**config.mk**
```make
export PLATFORM = sky130hd
export DESIGN_NAME = reorder_buffer
export DESIGN_NICKNAME = d
export VERILOG_FILES = /design/src/rtl/reorder_buffer.sv
export SDC_FILE = /design/constraint.sdc
export NUM_CORES = 1
export LEC_CHECK = 0
export BUFFER_PORTS_ARGS = -buffer_cell sky130_fd_sc_hd__clkbuf_2
export CORE_MARGIN = 2
export CORE_UTILIZATION = 40
export CTS_CLUSTER_SIZE = 20
export DETAILED_ROUTE_END_ITERATION = 8
export PLACE_DENSITY = 0.63
export SLEW_MARGIN = 5
export SYNTH_ARGS = -nofsm -noshare
export SYNTH_HDL_FRONTEND = slang
export SYNTH_SLANG_ARGS = --single-unit
```
**constraint.sdc**
```tcl
create_clock -name i_clk -period 3.6 [get_ports i_clk]
set_clock_uncertainty 0.05 [all_clocks]
set_input_delay 0.36 -clock i_clk [delete_from_list [all_inputs] [get_ports i_clk]]
set_output_delay 0.36 -clock i_clk [all_outputs]
set_load 0.03 [all_outputs]
```
**src/rtl/reorder_buffer.sv**
```systemverilog
// reorder_buffer: 4-wide in-order-retire reorder buffer.
// Each row holds four micro-op entries. Dispatch writes one row per cycle at
// the tail. Execution and branch lanes clear busy and valid bits. The head row
// retires when none of its valid entries is still busy.
// Optional macro ROB_PC_STORE_EN: keep a PC per row and report it on commit;
// when undefined the PC input is ignored and o_com_pc is tied to zero.
module reorder_buffer #(
  parameter int WIDTH_REG  = 7,
  parameter int WIDTH_BRM  = 4,
  parameter int WIDTH_BANK = 3,
  localparam int W  = 2 + 7 + 32 + WIDTH_REG + WIDTH_BRM,
  localparam int TW = WIDTH_BANK + 3
) (
  input  logic                   i_clk,
  input  logic                   i_rst,
  input  logic                   i_dis_we,
  input  logic [31:0]            i_dis_pc,
  input  logic [4*W-1:0]         i_dis_data4x,
  input  logic [4*TW-1:0]        i_rst4x_busytg,
  input  logic [4*TW-1:0]        i_rst4x_valtg,
  output logic [WIDTH_BANK-1:0]  o_dis_tag,
  output logic                   o_full,
  output logic                   o_com_en,
  output logic [3:0]             o_com_val,
  output logic [4*WIDTH_REG-1:0] o_com_prd4x,
  output logic [31:0]            o_com_pc
);

  localparam int ROWS = 1 << WIDTH_BANK;

  logic [WIDTH_BANK-1:0] head;
  logic [WIDTH_BANK-1:0] tail;
  logic [WIDTH_BANK:0]   count;

  logic [3:0]           val_q  [ROWS];
  logic [3:0]           busy_q [ROWS];
  logic [WIDTH_REG-1:0] prd_q  [ROWS][4];

  logic com_en;
  logic dis_acc;

  // uop, imm and branch-mask fields are carried by dispatch but never read here
  logic unused_dis;
  assign unused_dis = ^i_dis_data4x;

  // The count MSB is set only when every row is occupied
  assign o_full    = count[WIDTH_BANK];
  assign o_dis_tag = tail;
  assign dis_acc   = i_dis_we && !count[WIDTH_BANK];

  // Head row retires when no entry is both valid and still busy
  always_comb begin
    com_en = (count != '0) && ((val_q[head] & busy_q[head]) == 4'b0000);
  end

  assign o_com_en = com_en;

  // Commit outputs come from registered state only; killed lanes read as zero
  always_comb begin
    o_com_val   = 4'b0000;
    o_com_prd4x = '0;
    if (com_en) begin
      o_com_val = val_q[head];
      for (int k = 0; k < 4; k++) begin
        if (val_q[head][k]) begin
          o_com_prd4x[k*WIDTH_REG +: WIDTH_REG] = prd_q[head][k];
        end
      end
    end
  end

  // Pointers, occupancy and status bits; later assignments override earlier ones,
  // so a dispatch write to an entry wins over a same-cycle clear of that entry
  always_ff @(posedge i_clk) begin
    if (i_rst) begin
      head  <= '0;
      tail  <= '0;
      count <= '0;
      for (int r = 0; r < ROWS; r++) begin
        val_q[r]  <= 4'b0000;
        busy_q[r] <= 4'b0000;
      end
    end else begin
      for (int k = 0; k < 4; k++) begin
        if (i_rst4x_busytg[k*TW + TW - 1]) begin
          busy_q[i_rst4x_busytg[k*TW + 2 +: WIDTH_BANK]][i_rst4x_busytg[k*TW +: 2]] <= 1'b0;
        end
        if (i_rst4x_valtg[k*TW + TW - 1]) begin
          val_q[i_rst4x_valtg[k*TW + 2 +: WIDTH_BANK]][i_rst4x_valtg[k*TW +: 2]] <= 1'b0;
        end
      end
      if (com_en) begin
        val_q[head] <= 4'b0000;
        head        <= head + WIDTH_BANK'(1);
      end
      if (dis_acc) begin
        for (int k = 0; k < 4; k++) begin
          val_q[tail][k]  <= i_dis_data4x[k*W + W - 1];
          busy_q[tail][k] <= i_dis_data4x[k*W + W - 2];
        end
        tail <= tail + WIDTH_BANK'(1);
      end
      if (dis_acc && !com_en) begin
        count <= count + (WIDTH_BANK + 1)'(1);
      end else if (!dis_acc && com_en) begin
        count <= count - (WIDTH_BANK + 1)'(1);
      end
    end
  end

  // Destination register payload; only meaningful while the row's val bits are set
  always_ff @(posedge i_clk) begin
    if (dis_acc) begin
      for (int k = 0; k < 4; k++) begin
        prd_q[tail][k] <= i_dis_data4x[k*W + WIDTH_BRM +: WIDTH_REG];
      end
    end
  end

`ifdef ROB_PC_STORE_EN
  logic [31:0] pc_q [ROWS];

  // Per-row PC captured at dispatch
  always_ff @(posedge i_clk) begin
    if (dis_acc) begin
      pc_q[tail] <= i_dis_pc;
    end
  end

  assign o_com_pc = com_en ? pc_q[head] : 32'h0;
`else
  logic unused_pc;
  assign unused_pc = ^i_dis_pc;
  assign o_com_pc  = 32'h0;
`endif

endmodule

```
==> results of run 1 <==
-- state kept, by name, indices dropped and copies added, names as in the netlist, named ones only --
register   cells
busy_q        32
count          4
head           3
o_dis_tag      3
prd_q        224
val_q         32
-- cells in the final DEF, fill, tap and decap left out, drive strengths merged, types with 4 or more instances in the layout --
master,count
nand2b,9
nor4b,4
o22ai,24
or3,14
nor2b,6
nand3,29
nor4bb,8
buf,42
nor2,77
clkinv,11
nand2,32
a21oi,4
and4b,5
a31o,4
ha,5
conb,32
and2,70
o31ai,12
mux4,72
and3b,7
dfxtp,13
nand3b,14
o221ai,8
a311o,8
mux2,4
and3,29
or2,10
edfxtp,288
o21ai,12
nor3,18
nor3b,25
mux2i,31
a22oi,100
inv,8
clkbuf,158
-- logic make-up (layout without fill, tap and decap cells) --
family	after synthesis	count (layout)	synth area share, %
and+or+nand+nor	362	362	14.1
DFF	301	301	59.7
AOI/OAI and AO/OA	173	173	8.77
muxes	107	107	13.3
buffers and inverters	85	227	3.27
adders and majority gates	6	6	0.554
xor gates and xnor gates	5	5	0.294
other	1	33	0.0251
-- cell usage after synthesis (all sizes together) (4+ instances only) --
master	n	area, sq um
or2	10	62.6
o21ai	12	60.1
a311o	8	80.1
nor3b	25	188
nor4bb	8	80.1
dfxtp	13	260
inv	6	25.0
o31ai	12	135
nor3	18	90.1
ha	5	62.6
and2	70	438
nor2b	6	37.5
a21oi	4	20.0
nand3b	14	105
edfxtp	288	8650
nand2b	9	56.3
mux2	4	45.0
clkbuf	30	113
and4b	5	50.1
and3	29	181
o221ai	8	70.1
buf	49	350
nor2	77	305
or3	14	87.6
mux2i	31	310
nand2	32	120
mux4	72	1620
o22ai	24	150
and3b	7	61.3
a31o	4	35.0
nor4b	4	60.1
nand3	29	145
a22oi	100	751
-- area by class of cell --
class                      count  area (sq um)
timing repair buffer         165           957
clock inverter                18           181
multi-input combinational    685          5750
clock buffer                  38           802
sequential                   301          8920
fill                        3239         19500
antenna                        1          2.50
tap                          468           586
inverter                       6          25.0
-- per-stage QoR --
stage | power, uW | area [sq um] | worst slack, ps
5_1_grt | 11100 | 17200 | -34.7
6_report | 10600 | 17200 | 87.0
3_5_place_dp | 7460 | 16100 | 128
4_1_cts | 10600 | 17200 | -136
2_1_floorplan | 6590 | 15000 | 270
3_3_place_gp | 7410 | 16100 | 162
-- power breakdown --
part | leakage, uW | switching, uW | internal (uW)
clock | 0.000473 | 1330 | 1800
combinational | 0.00253 | 1960 | 1280
sequential | 0.00281 | 154 | 4100
-- worst max-delay path, stage by stage (launching register included) --
cell,delay (ps)
dfxtp_4,380
buf_4,150
mux4_2,530
a22oi_1,270
and3_2,300
buf_4,190
o21ai_2,160
buf_4,210
nor2_1,130
clkbuf_4,200
-- worst paths after layout --
kind	start	to	slack, ps
setup / recovery	register	o_com_prd4x[22]	90
hold / removal	i_dis_data4x[61]	prd_q[6][19]	20
setup reg to reg	register	count[3]	350
hold reg to reg	o_dis_tag[2]	o_dis_tag[2]	520
-- routing by layer --
layer / part of all wire [%] / up-vias / GRT usage [%] / wire, microns
met5: 0 / - / 0 / 0
met4: 2.0 / 0 / 3.95 / 766
met3: 8.4 / 66 / 4.22 / 3300
met2: 45 / 528 / 31.3 / 17700
met1: 44 / 5027 / 29.3 / 17400
li1: - / 4424 / - / -
-- repair_timing --
action | in CTS | in global routing
setup endpoints to repair | 32 | 31
hold endpoints to repair | 18 | 0
pin swaps | 0 | 0
hold buffers | 3 | 0
resized for setup | 5 | 15
setup buffers | 5 | 0
==> impl_metrics.tcl, run 1 <==
set metrics [dict create \
    ys_async_sr_fraction_pct 0 \
    fin_nets 1487 \
    grt_pass1_wl_microns 59200 \
    yosysWarningCount 0 \
    viasPerCell 5.97 \
    syn_avg_cell_area_sq_um 14.3 \
    synth_edf_count 288 \
    endpoint_kind "output pin" \
    critical_path_required_ps 3190 \
    gp_congestion 0.945 \
    cts_buffer_depth 3 \
    drcViolationCount 0 \
    start_util_pct 40.7 \
    min_path_cells 1 \
    cts_tree "done" \
    final_antenna_net_count 0 \
    drive_gt1_share_pct 27.2 \
    grt_pass1_vias 9841 \
    via_count 10000 \
    ys_ff_latch 301 \
    synth_cell_types 49 \
    p_leak_uw 0.00582 \
    cts_root_buf "clkbuf_16" \
    slew_viol_final 0 \
    slew_headroom_pct 41.6 \
    die_w_microns 197 \
    area_growth_pct 15.4 \
    worst_pin_slew_ps 869 \
    outcome "finished clean" \
    grt_max_degree 49 \
    reg2regPathDepth 13 \
    syn-cell-area_sq_um 14900 \
    hp-class "in2reg" \
    h-tree-depth 1 \
    dr.first_iter.drc_count 1265 \
    grtUsageTotal_pct 20.1 \
    power_density_nw_per_um2 616 \
    drv_cap 0 \
    num_rows 70 \
    period_share_pct 97.6 \
    period_minus_slack_ps 3510 \
    die_h_microns 197 \
    overflow 0 \
    drtPass1Iterations 6 \
    fin_hold_ws_ps 22.7 \
    route.detailed.wl_per_inst_microns 23.3 \
    antenna_found_initial 0 \
    routed_wl_microns 39200 \
    final_cells 1682 \
    ir_drop_mv 0.397 \
    dp.cells 1617 \
    cp.arrival_ps 3100 \
    die-area_sq_um 38900 \
    setup_violations 0 \
    path_max_fanout 8 \
    synth_ff_type "edfxtp_1" \
    clkTransAtPathRegs_ps 60 \
    cts-buffers-inserted 31 \
    max_freq_ghz 0.285 \
    synthCells 1040 \
    cts_num_sinks 301 \
    rsz0062_at_grt "yes" \
    core_area_sq_um 36700 \
    tns_ps 0 \
    final_util_pct 46.9 \
    port_buffers 123 \
    dp_hpwl_microns 25800 \
    start_kind "register" \
    critPathKind "reg2out" \
    io_pins 360 \
    clk_latency_ps 580 \
    hold_viol 0 \
    yosysSeqAreaShare_pct 59.7 \
]
No activity file was read; power rests on OpenSTA's default activity.
==> run 2, diff against run 1 <==
Settings changed: PLACE_DENSITY 0.63 to 0.75.
==> impl_metrics.tcl, run 2 (synthesis results as in run 1) <==
set metrics [dict create \
    clockPowerShare_pct 28.6 \
    start_kind "register" \
    reg_top3 "prd_q: 224 flops, busy_q: 32 flops, val_q: 32 flops" \
    io_pins 360 \
    critical_path_required_ps 3190 \
    clk_latency_ps 570 \
    port_buffers 123 \
    dr.first_iter.drc_count 1068 \
    p_int_uw 7080 \
    period_share_pct 97.6 \
    h-tree-depth 1 \
    hold_viol 0 \
    area_growth_pct 16.0 \
    die_h_microns 197 \
    power_density_nw_per_um2 606 \
    endpoint_kind "output pin" \
    critPathKind "reg2out" \
    slew_headroom_pct 23.6 \
    max_freq_ghz 0.284 \
    outcome "finished clean" \
    r2r_slack_ps 320 \
    power.share.sequential_pct 40.5 \
    routed_wl_microns 38500 \
    overflow 0 \
    final_util_pct 47.2 \
    drcViolationCount 0 \
    antenna_found_initial 0 \
    swShare_pct 32.5 \
    min_path_cells 1 \
    place_area_sq_um 16100 \
    num_rows 70 \
    reg2regPathDepth 13 \
    path_max_fanout 8 \
    worst_pin_slew_ps 1150 \
    die-area_sq_um 38900 \
    viasPerCell 5.98 \
    fin_hold_ws_ps 24.2 \
    core_area_sq_um 36700 \
    clkTransAtPathRegs_ps 60 \
    via_count 10100 \
    cts_tree "done" \
    hp-class "in2reg" \
    final_antenna_net_count 0 \
    fin_nets 1497 \
    p_sw_uw 3410 \
    drtPass1Iterations 5 \
    antenna_cells 0 \
    slew_viol_final 0 \
    die_w_microns 197 \
    gp_congestion 0.949 \
    dpl_worst_slack_ps 131 \
    hold_start "i_dis_data4x[61]" \
    cts-buffers-inserted 30 \
    cp.arrival_ps 3110 \
    reg2reg_to "count[3]" \
    final_common_cell "edfxtp_1" \
    worst_slack_ps 84.7 \
    final_cell_mix "edfxtp_1, clkbuf_2, a22oi_1" \
    drive_gt1_share_pct 26.6 \
    ir_drop_mv 0.450 \
    setup_violations 0 \
    route.detailed.wl_per_inst_microns 22.8 \
    cts_buffer_depth 3 \
    nFillCells 3181 \
    min_to "prd_q[6][19]" \
    p_leak_uw 0.00584 \
    start_util_pct 40.7 \
    period_minus_slack_ps 3520 \
    grt_pass1_wl_microns 58700 \
    dp_hpwl_microns 24800 \
    final_area_sq_um 17300 \
    cts_root_buf "clkbuf_16" \
    power_frac_comb_pct 30.9 \
    cts_num_sinks 301 \
    drv_cap 0 \
    largest_register_ffs 224 \
    top_register "prd_q" \
    grt_pass1_vias 9928 \
    grtUsageTotal_pct 19.8 \
    grt_max_degree 55 \
]
==> run 2: cell types whose count changed in the layout (fill, tap and decap cells not counted), sizes merged <==
cell         delta
buf             -5
bufinv          -1
clkbuf          +3
clkinv          +1
clkinvlp        +2
diode           -1
dlygate4sd3    +13
inv             -2
==> run 2: layout make-up <==
cell class | count | area [sq um] | area share, %
clock buffer | 38 | 781 | 4.51
sequential | 301 | 8920 | 51.5
tap | 468 | 586 | 3.38
multi-input combinational | 685 | 5750 | 33.2
inverter | 6 | 25.0 | 0.145
clock inverter | 18 | 171 | 0.991
timing repair buffer | 176 | 1080 | 6.23
==> run 2: what timing repair did <==
action                                  in CTS  in global routing
hold endpoints to repair                   124                  0
buffers inserted                             2                  0
resized for setup                            8                  5
hold buffers                                16                  0
endpoints found under the setup margin      32                 23
==> run 2: worst max-delay path by stage <==
stage                   from               to  cells after the start
finish              register  o_com_prd4x[14]                      9
global route        register  o_com_prd4x[14]                      9
CTS                 register  o_com_prd4x[14]                      9
detailed placement  register         count[3]                     13
global placement    register         count[3]                     13
floorplan           register         count[3]                     16
==> run 2: per-stage QoR <==
stage	total power (uW)	TNS (ps)	instances
finish	10500	0	1692
global route	11000	-28.0	1692
CTS	10500	0	1692
detailed placement	7450	0	1618
global placement	7380	0	1618
floorplan	6590	0	1071
==> run 2: critical path, cell delays in order, from the launching register on <==
cell and delay, ps:
dfxtp_4 390, buf_4 150, mux4_2 570, a22oi_2 250
and4_4 300, buf_4 180, o21ai_1 90, buf_4 210
nor2_1 170, clkbuf_2 230
==> run 2: metal layers <==
metal  track usage [%]  vias up  share of wire, %
met5                 0        -                 0
met3              3.70       74               9.5
met4              5.40        0               2.3
li1                  -     4442                 -
met2              32.5      604                47
met1              27.2     4996                41
==> run 2: power groups by stage <==
stage          clock [uW]  combinational [uW]  sequential, uW
6_report             3000                3250            4250
5_1_grt              3200                3490            4270
4_1_cts              3060                3220            4250
3_5_place_dp            0                3120            4330
3_3_place_gp            0                3060            4320
2_1_floorplan           0                2350            4240
